==> src/rtl/axis_tg_pkg.sv <==
// Shared types and helpers for the AXI-Stream traffic generator/checker.
package axis_tg_pkg;

  localparam logic [15:0] LFSR_MASK = 16'hB400;
  localparam int          MAX_WPB   = 64;

  typedef enum logic [1:0] {
    ST_IDLE,
    ST_RUN,
    ST_FINISH
  } state_t;

  // Contiguous keep mask with the lowest `len` lanes set.
  function automatic logic [MAX_WPB-1:0] last_keep(input int unsigned len);
    return (len >= MAX_WPB) ? '1 : ((64'd1 << len) - 64'd1);
  endfunction

endpackage

==> src/rtl/axis_lfsr16.sv <==
// 16-bit Galois LFSR, free-running from its seed after reset.
module axis_lfsr16
  import axis_tg_pkg::*;
#(
  parameter logic [15:0] SEED = 16'hACE1
) (
  input  logic        aclk,
  input  logic        areset,
  output logic [15:0] state
);

  // NOTE: sequential state uses non-blocking assignments so every register
  // samples pre-edge values, independent of block evaluation order.
  always_ff @(posedge aclk or posedge areset) begin
    if (areset) state <= SEED;
    else        state <= (state >> 1) ^ (state[0] ? LFSR_MASK : 16'h0000);
  end

endmodule

==> config.mk <==
export PLATFORM = sky130hd
export DESIGN_NAME = axis_lfsr16
export DESIGN_NICKNAME = d
export VERILOG_FILES = /design/src/rtl/axis_tg_pkg.sv /design/src/rtl/axis_lfsr16.sv
export SDC_FILE = /design/constraint.sdc
export NUM_CORES = 1
export LEC_CHECK = 0
export ABC_AREA = 1
export ABC_CLOCK_PERIOD_IN_PS = 1050
export CAP_MARGIN = 20
export CORE_AREA = 2 2 39 41
export DETAILED_ROUTE_END_ITERATION = 6
export DIE_AREA = 0 0 41 43
export DONT_BUFFER_PORTS = 1
export GPL_ROUTABILITY_DRIVEN = 0
export PLACE_DENSITY = 0.57
export SYNTH_ARGS = -nofsm -noshare
export SYNTH_HDL_FRONTEND = slang
export SYNTH_SLANG_ARGS = --single-unit
==> constraint.sdc <==
create_clock -name aclk -period 1.05 [get_ports aclk]
set_input_delay 0.105 -clock aclk [delete_from_list [all_inputs] [get_ports aclk]]
set_output_delay 0.105 -clock aclk [all_outputs]
set_load 0.02 [all_outputs]
-- Word level (Yosys, flattened, before mapping)
Index checks and enable logic that the tools add are counted.
- bitwise operators: 1
- shifts and indexed selects: 0
- divide/modulo/power cells: 0
- reductions and logical operators: 0
- mux-type cells: 1
- multiply operators: 0
- equal/unequal tests: 0
- add/sub/neg operators: 0
- magnitude comparators: 0
- operators by type and width (operator ; number):
    16-bit 2-to-1 mux ; 1
    15-bit by 16-bit bitwise XOR with 16-bit output ; 1
- output and inout bits: 16
- memories: 0
- RAM bits: 0
- ROM bits: 0
- input port bits: 2
- flip-flop bits (word level): 16
- latch bits: 0

-- Depth between registers and ports, before layout
Gate-level depths: netlist of run 1.
- word-level depth: 2
- mapped depth: 3
- mapped depth without buffers: 3

-- Worst setup path after synthesis of run 1
OpenSTA, ideal clock, no wires.
- path type: register -> register
- start: reg state[0]
- end: reg state[12]
- path slack: 184 ps
- cell stages (with the launch flop): 4
- data required time: 933 ps
- path buffers: 0
- period minus slack after synthesis: 866 ps
- arrival time: 750 ps
- library setup time: 117 ps
- cell sequence: dfstp_2 inv_2 nand2_1 nand2_1
- cells in the longest elaborated chain, start to end: 2
- RTL lines (what ; RTL line ; source):
    start, declared ; axis_lfsr16.sv:9 ; output logic [15:0] state
    start signal, assigned ; axis_lfsr16.sv:16 ; else state <= (state >> 1) ^ (state[0] ? LFSR_MASK : 16'h0000);
    16-bit 2-to-1 mux ; axis_lfsr16.sv:16 ;
    15-bit by 16-bit bitwise XOR with 16-bit output ; axis_lfsr16.sv:16 ;
Every way passes these cells.

-- Worst setup path after layout of run 1
- start: reg state[0]
- end: out state[0]
No word-level cell between the ends.

==> key figures, run 1 <==
Run status
  • Outcome: finished, final reports clean

Clocking
  • Clock Path Buffers: 2
  • CTS Sinks: 16
  • CTS tree: done
  • Worst-path clk slew: 80 ps
  • Clock Tree Root: clkbuf_4
  • H-tree levels: 1
  • Cts bufs inserted: 3
  • Clk Latency, worst-skew pair: 280 ps

Final layout
  • Max reg flops: 16
  • Final non-filler cell total: 53
  • Fill cells: 131
  • Reg area: 410 um^2
  • Fin nets: 40
  • Biggest register: state
  • Regs by FF count: state (16)
  • Multi-input logic area: 33.8 um^2
  • Post-Route Utilization: 0.389
  • Layout cell share with drive strength beyond 1: 0.378
  • Antenna cells: 0
  • Synthesis-to-layout area growth: 16.2%

Logic synthesis
  • Sequential area share after synthesis: 0.886
  • Mapped Cells: 30
  • Synth area leaders: dfstp_2, dfrtp_1, nand2_1
  • Mean Syn Cell Area: 15.4 um^2
  • Post-Synthesis Cell Area: 463 um^2
  • Yosys top cell area share: 0.454
  • Ys flop type: dfstp_2
  • Dominant cell type by area after synthesis: dfstp_2
  • Net Count, Synth: 32
  • Post-synth EDFFs: 0
  • Ys Warns: 0
  • Number of distinct library cells after synthesis: 5
  • Most frequent cell after synthesis: nand2_1
  • Commonest cells in the netlist: nand2_1, dfrtp_1, dfstp_2, inv_1, inv_2
  • Asr flop ratio synth: 1.00
  • Synthesis-stage register bit count: 16

Global route
  • Grt ovf: 0
  • Initial antenna violation count: 0
  • Largest net degree at the start of global routing: 17
  • Total GRT Usage: 0.0966
  • M2 GR Usage: 0.113
  • GRT busiest layer: met2
  • First-pass GRT wire length: 993 um
  • Grt met3 use: 0.110
  • Global-route met1 utilization: 0.0868
  • Vias in the first global route: 243

Worst setup path
  • Worst path max stage delay: 540 ps
  • Slowest CP cell: dfstp_2
  • Delay-heaviest family, CP: flip-flops
  • CP cell instances: buf_6
  • Flop2flop setup slack: 140 ps
  • Register-to-Register Path Depth: 4
  • CP arrival: 930 ps
  • Crit path from: state[0]
  • End point of the critical path: state[0]
  • Element type at the critical path start: register
  • R2r startpoint: state[0]
  • Maximum fanout along the worst path: 2
  • Worst Path Required: 940 ps
  • Worst Path Class, Setup: register to output pin
  • CP Buf/Inv Count: 1
  • Crit. path cell count: 1
  • FF-to-FF End: state[12]
  • Worst setup EP type: output pin

Timing
  • Worst-margin pin slew: 543 ps
  • Clock skew: 4.62 ps
  • Final hold slack: 310 ps
  • Final hold vios: 0
  • Final worst path period share: 0.984
  • RSZ-0062 raised after global routing: yes
  • # setup viols final: 0
  • Worst slew margin: 0.637
  • Achievable Freq: 968 MHz
  • Crit path time final: 1030 ps
  • Final max-slew violation count: 0

Die
  • Die X: 41 um
  • FP Rows: 14
  • Core ar.: 0.00138 mm^2
  • IO Pins: 18
  • Die area: 0.00176 mm^2
  • Die height: 43 um
  • Starting Density: 0.335

Pwr
  • Switching share of power: 0.191
  • Power Internal: 0.767 mW
  • Gate power share: 0.014
  • Share of power burned in registers: 0.651
  • Clock power share: 0.335
  • Worst VDD drop: 802 uV
  • Pwr/cell area: 1760 mW/mm^2
  • Leakage: 0.257 nW
  • NetSw: 0.181 mW
  • Overall power: 0.948 mW

Worst hold path
  • Hold crit path type: input pin to asynchronous set/reset pin

Placement
  • DP HPWL: 475 um
  • Dpl cells: 47
  • # port buffers: 0

Drt
  • Drt initial violations: 2
  • Routed Antenna Nets: 0
  • Wire per inst: 12.4 um
  • Via count: 231
  • DRT Wirelength: 658 um
  • Vias per cell: 4.36
  • DRT Pass-1 Iters: 2
  • # DRC: 0

Run
  • Max Cap Viol: 0
## power groups by stage
stage / Combinational (mW) / Clock [mW] / Sequential [mW]
final: 0.0136 / 0.317 / 0.617
after global placement: 0.0112 / 0 / 0.628
after CTS: 0.0148 / 0.346 / 0.617
after floorplan: 0.00904 / 0 / 0.628
after global routing: 0.0159 / 0.369 / 0.618
after detailed placement: 0.0117 / 0 / 0.628
## worst min path at each step
stage            from   endpoint  slack, ps
2_1_floorplan  areset  state[12]         10
3_3_place_gp   areset   state[4]         60
3_5_place_dp   areset   state[3]         70
4_1_cts        areset   state[3]        320
5_1_grt        areset   state[2]        340
6_report       areset   state[3]        310
## metal layers
layer | routed length [um] | vias up
li1 | - | 99
met2 | 277 | 17
met3 | 120 | 2
met4 | 8 | 0
met1 | 250 | 113
met5 | 0 | -
## layout make-up
type | count | share of cell area
sequential | 16 | 0.763
multi-input combinational | 9 | 0.0628
timing repair buffer | 3 | 0.0535
clock buffer | 4 | 0.0488
tap | 16 | 0.0372
inverter | 5 | 0.0349
## kinds of logic after synthesis
group,after synthesis,synth area share
flip-flops,16,0.886
AND/OR/NAND/NOR,9,0.0730
buffers and inverters,5,0.0405
## stage by stage
| stage | cell area (um^2) | worst slack [ps] | TNS [ps] |
|---|---|---|---|
| final | 538 | 16.7 | 0 |
| after global routing | 538 | -19.0 | -19.0 |
| after CTS | 538 | -6.83 | -6.83 |
| after detailed placement | 490 | 179 | 0 |
| after global placement | 490 | 199 | 0 |
| after floorplan | 463 | 184 | 0 |
## what timing repair did
item,CTS,global route
gates resized for setup,1,0
endpoints found under the hold margin,8,0
hold buffers,1,0
cloned,0,0
buffers inserted,1,0
endpoints found under the setup margin,1,1
## cell usage in the layout, fill, tap and decap left out, drive strengths merged
master,count
nand2,9
dfstp,8
dfrtp,8
inv,5
clkbuf,4
buf,2
dlygate4sd3,1
No activity file was read; power rests on OpenSTA's default activity.
==> run 2: changes to the inputs <==
PLACE_DENSITY = 0.6   (was 0.57)
SLEW_MARGIN = 10   (was not set)
==> run 2 against run 1 <==
Effect of this change:
- register-to-register slack worse by 30 ps
- critical path depth stayed put
- clock-buffer cell count stayed put
- first-iteration DRC count is 100% higher
- total power is 8.0% higher
- maximum frequency is 0.97% lower
- sequential share of layout area is 1.4 points lower
- core utilization is 0.72 points higher
- setup slack worse by 10 ps
- hold slack better by 12 ps
- clock power is 24% higher
- largest cell class unchanged
- sequential cell count stayed put
- highest routed layer is now met3
- critical path type unchanged
==> key figures, run 2 (synthesized netlist as in run 1, its figures left out) <==
Pwr
  • Leakage: 0.263 nW (+2.3%)
  • Worst VDD drop: 665 uV (-17%)
  • Overall power: 1.02 mW (+8.0%)
  • Pwr/cell area: 1870 mW/mm^2 (+6.0%)

Worst setup path
  • Delay-heaviest family, CP: flip-flops
  • Worst setup EP type: output pin
  • Element type at the critical path start: register
  • Worst path max stage delay: 550 ps (about the same)
  • CP cell instances: buf_6
  • Maximum fanout along the worst path: 2 (unchanged)
  • Slowest CP cell: dfstp_2
  • Worst Path Class, Setup: register to output pin
  • CP arrival: 940 ps (about the same)
  • CP Buf/Inv Count: 1 (unchanged)
  • Worst Path Required: 940 ps (about the same)

Die
  • Die area: 0.00176 mm^2 (unchanged)
  • IO Pins: 18 (unchanged)
  • Die height: 43 um (unchanged)
  • Core ar.: 0.00138 mm^2 (unchanged)
  • Die X: 41 um (unchanged)
  • FP Rows: 14 (unchanged)
  • Starting Density: 0.335 (unchanged)

Final layout
  • Antenna cells: 0 (unchanged)
  • Fill cells: 132 (+0.76%)
  • Most common cell after layout, fill and taps aside: nand2_1
  • Reg area: 410 um^2 (unchanged)
  • Biggest register: state
  • Layout cell share with drive strength beyond 1: 0.405 (+0.0270)
  • Max reg flops: 16 (unchanged)
  • Post-Layout Inst Area: 548 um^2 (+1.9%)
  • Regs by FF count: state (16)
  • Fin nets: 40 (unchanged)
  • Final non-filler cell total: 53 (unchanged)
  • Post-Route Utilization: 0.396 (+0.00723)
  • Synthesis-to-layout area growth: 18.4%
  • Most frequent cells in the layout: nand2_1, dfstp_2, dfrtp_1
  • Multi-input logic area: 33.8 um^2 (unchanged)

Global route
  • Grt ovf: 0 (unchanged)
  • Largest net degree at the start of global routing: 17 (unchanged)
  • M2 GR Usage: 0.172 (+0.0594)
  • Global-route met1 utilization: 0.104 (+0.0170)
  • Total GRT Usage: 0.110 (+0.0132)
  • Vias in the first global route: 285 (+17%)
  • Grt met3 use: 0.0524 (-0.0576)
  • GRT busiest layer: met2
  • First-pass GRT wire length: 1.18 mm (+19%)
  • Initial antenna violation count: 0 (unchanged)

Clocking
  • Clock Path Buffers: 2 (unchanged)
  • CTS Sinks: 16 (unchanged)
  • Clk Latency, worst-skew pair: 280 ps (about the same)
  • Worst-path clk slew: 90 ps (about the same)
  • CTS tree: done
  • H-tree levels: 1 (unchanged)
  • Cts bufs inserted: 3 (unchanged)
  • Clock Tree Root: clkbuf_4

Timing
  • Achievable Freq: 958 MHz (-0.97%)
  • Crit path time final: 1040 ps (+10.2 ps)
  • RSZ-0062 raised after global routing: yes
  • Worst slew margin: 0.613 (-0.0245)
  • # setup viols final: 0 (unchanged)
  • Final worst path period share: 0.994 (+0.00969)
  • Final max-slew violation count: 0 (unchanged)
  • Setup TNS: 0 ps (unchanged)
  • Worst-margin pin slew: 580 ps (+36.7 ps)
  • Final setup margin: 6.54 ps (-10.2 ps)
  • Final hold vios: 0 (unchanged)
  • Clock skew: 2.54 ps (-2.08 ps)
  • Final hold slack: 322 ps (+12.1 ps)

Placement
  • DP HPWL: 548 um (+15%)
  • Pre-CTS setup slack: 180 ps (+1.20 ps)
  • # port buffers: 0 (unchanged)
  • Placed Area: 490 um^2 (unchanged)
  • Dpl cells: 47 (unchanged)

Drt
  • DRT Wirelength: 765 um (+16%)
  • DRT Pass-1 Iters: 3 (+1)
  • Routed Antenna Nets: 0 (unchanged)
  • Drt initial violations: 4 (+2)
  • # DRC: 0 (unchanged)
  • Via count: 226 (-2.2%)
  • Vias per cell: 4.26 (-2.2%)
  • Wire per inst: 14.4 um (+16%)

Worst hold path
  • Hold crit path type: input pin to asynchronous set/reset pin

Run status
  • Outcome: finished, final reports clean

Run
  • Max Cap Viol: 0 (unchanged)
-- run 2: cell counts in the layout (fill, tap and decap cells not counted) --
Identical to the previous run, type by type.
-- run 2: final timing paths --
| path | slack (ps) | start | cells past startpoint | to |
|---|---|---|---|---|
| setup reg to reg | 110 | state[0] | 4 | state[12] |
| hold / removal | 320 | areset | 2 | state[14] |
| hold reg to reg | 420 | state[6] | 0 | state[5] |
| setup / recovery | 7 | state[0] | 1 | state[0] |
| max in group asynchronous | 350 | areset | 2 | state[7] |
| min in group aclk | 420 | state[6] | 0 | state[5] |
-- run 2: layer usage --
metal	part of all wire	wire length [um]	vias to the layer above
met5	0	0	-
met4	0	0	0
met3	0.089	68	0
met2	0.53	408	11
met1	0.38	288	117
li1	-	-	98
-- run 2: area by class of cell --
cell class	instances	area share
multi-input cells	9	0.0616
repair buffers	3	0.0525
flip-flops and latches	16	0.749
clock buffers	4	0.0662
well taps	16	0.0365
inverters	5	0.0342
-- run 2: repair_timing --
item	in CTS	in global routing
endpoints found under the setup margin	1	1
buffers inserted	1	0
endpoints found under the hold margin	8	0
gates cloned	0	0
hold buffers	1	0
resized for setup	1	0
-- run 2: power breakdown --
part / leakage (nW) / switching, mW / internal (mW)
logic: 0.0474 / 0.0115 / 0.00273
clock network: 0.0210 / 0.182 / 0.211
registers: 0.194 / 0 / 0.617
total: 0.263 / 0.193 / 0.831
==> run 3: changes to the inputs <==
GPL_ROUTABILITY_DRIVEN = not set   (was 0)
==> results of run 3 <==
No change in the layout: final DEF, timing and power equal those of run 2.
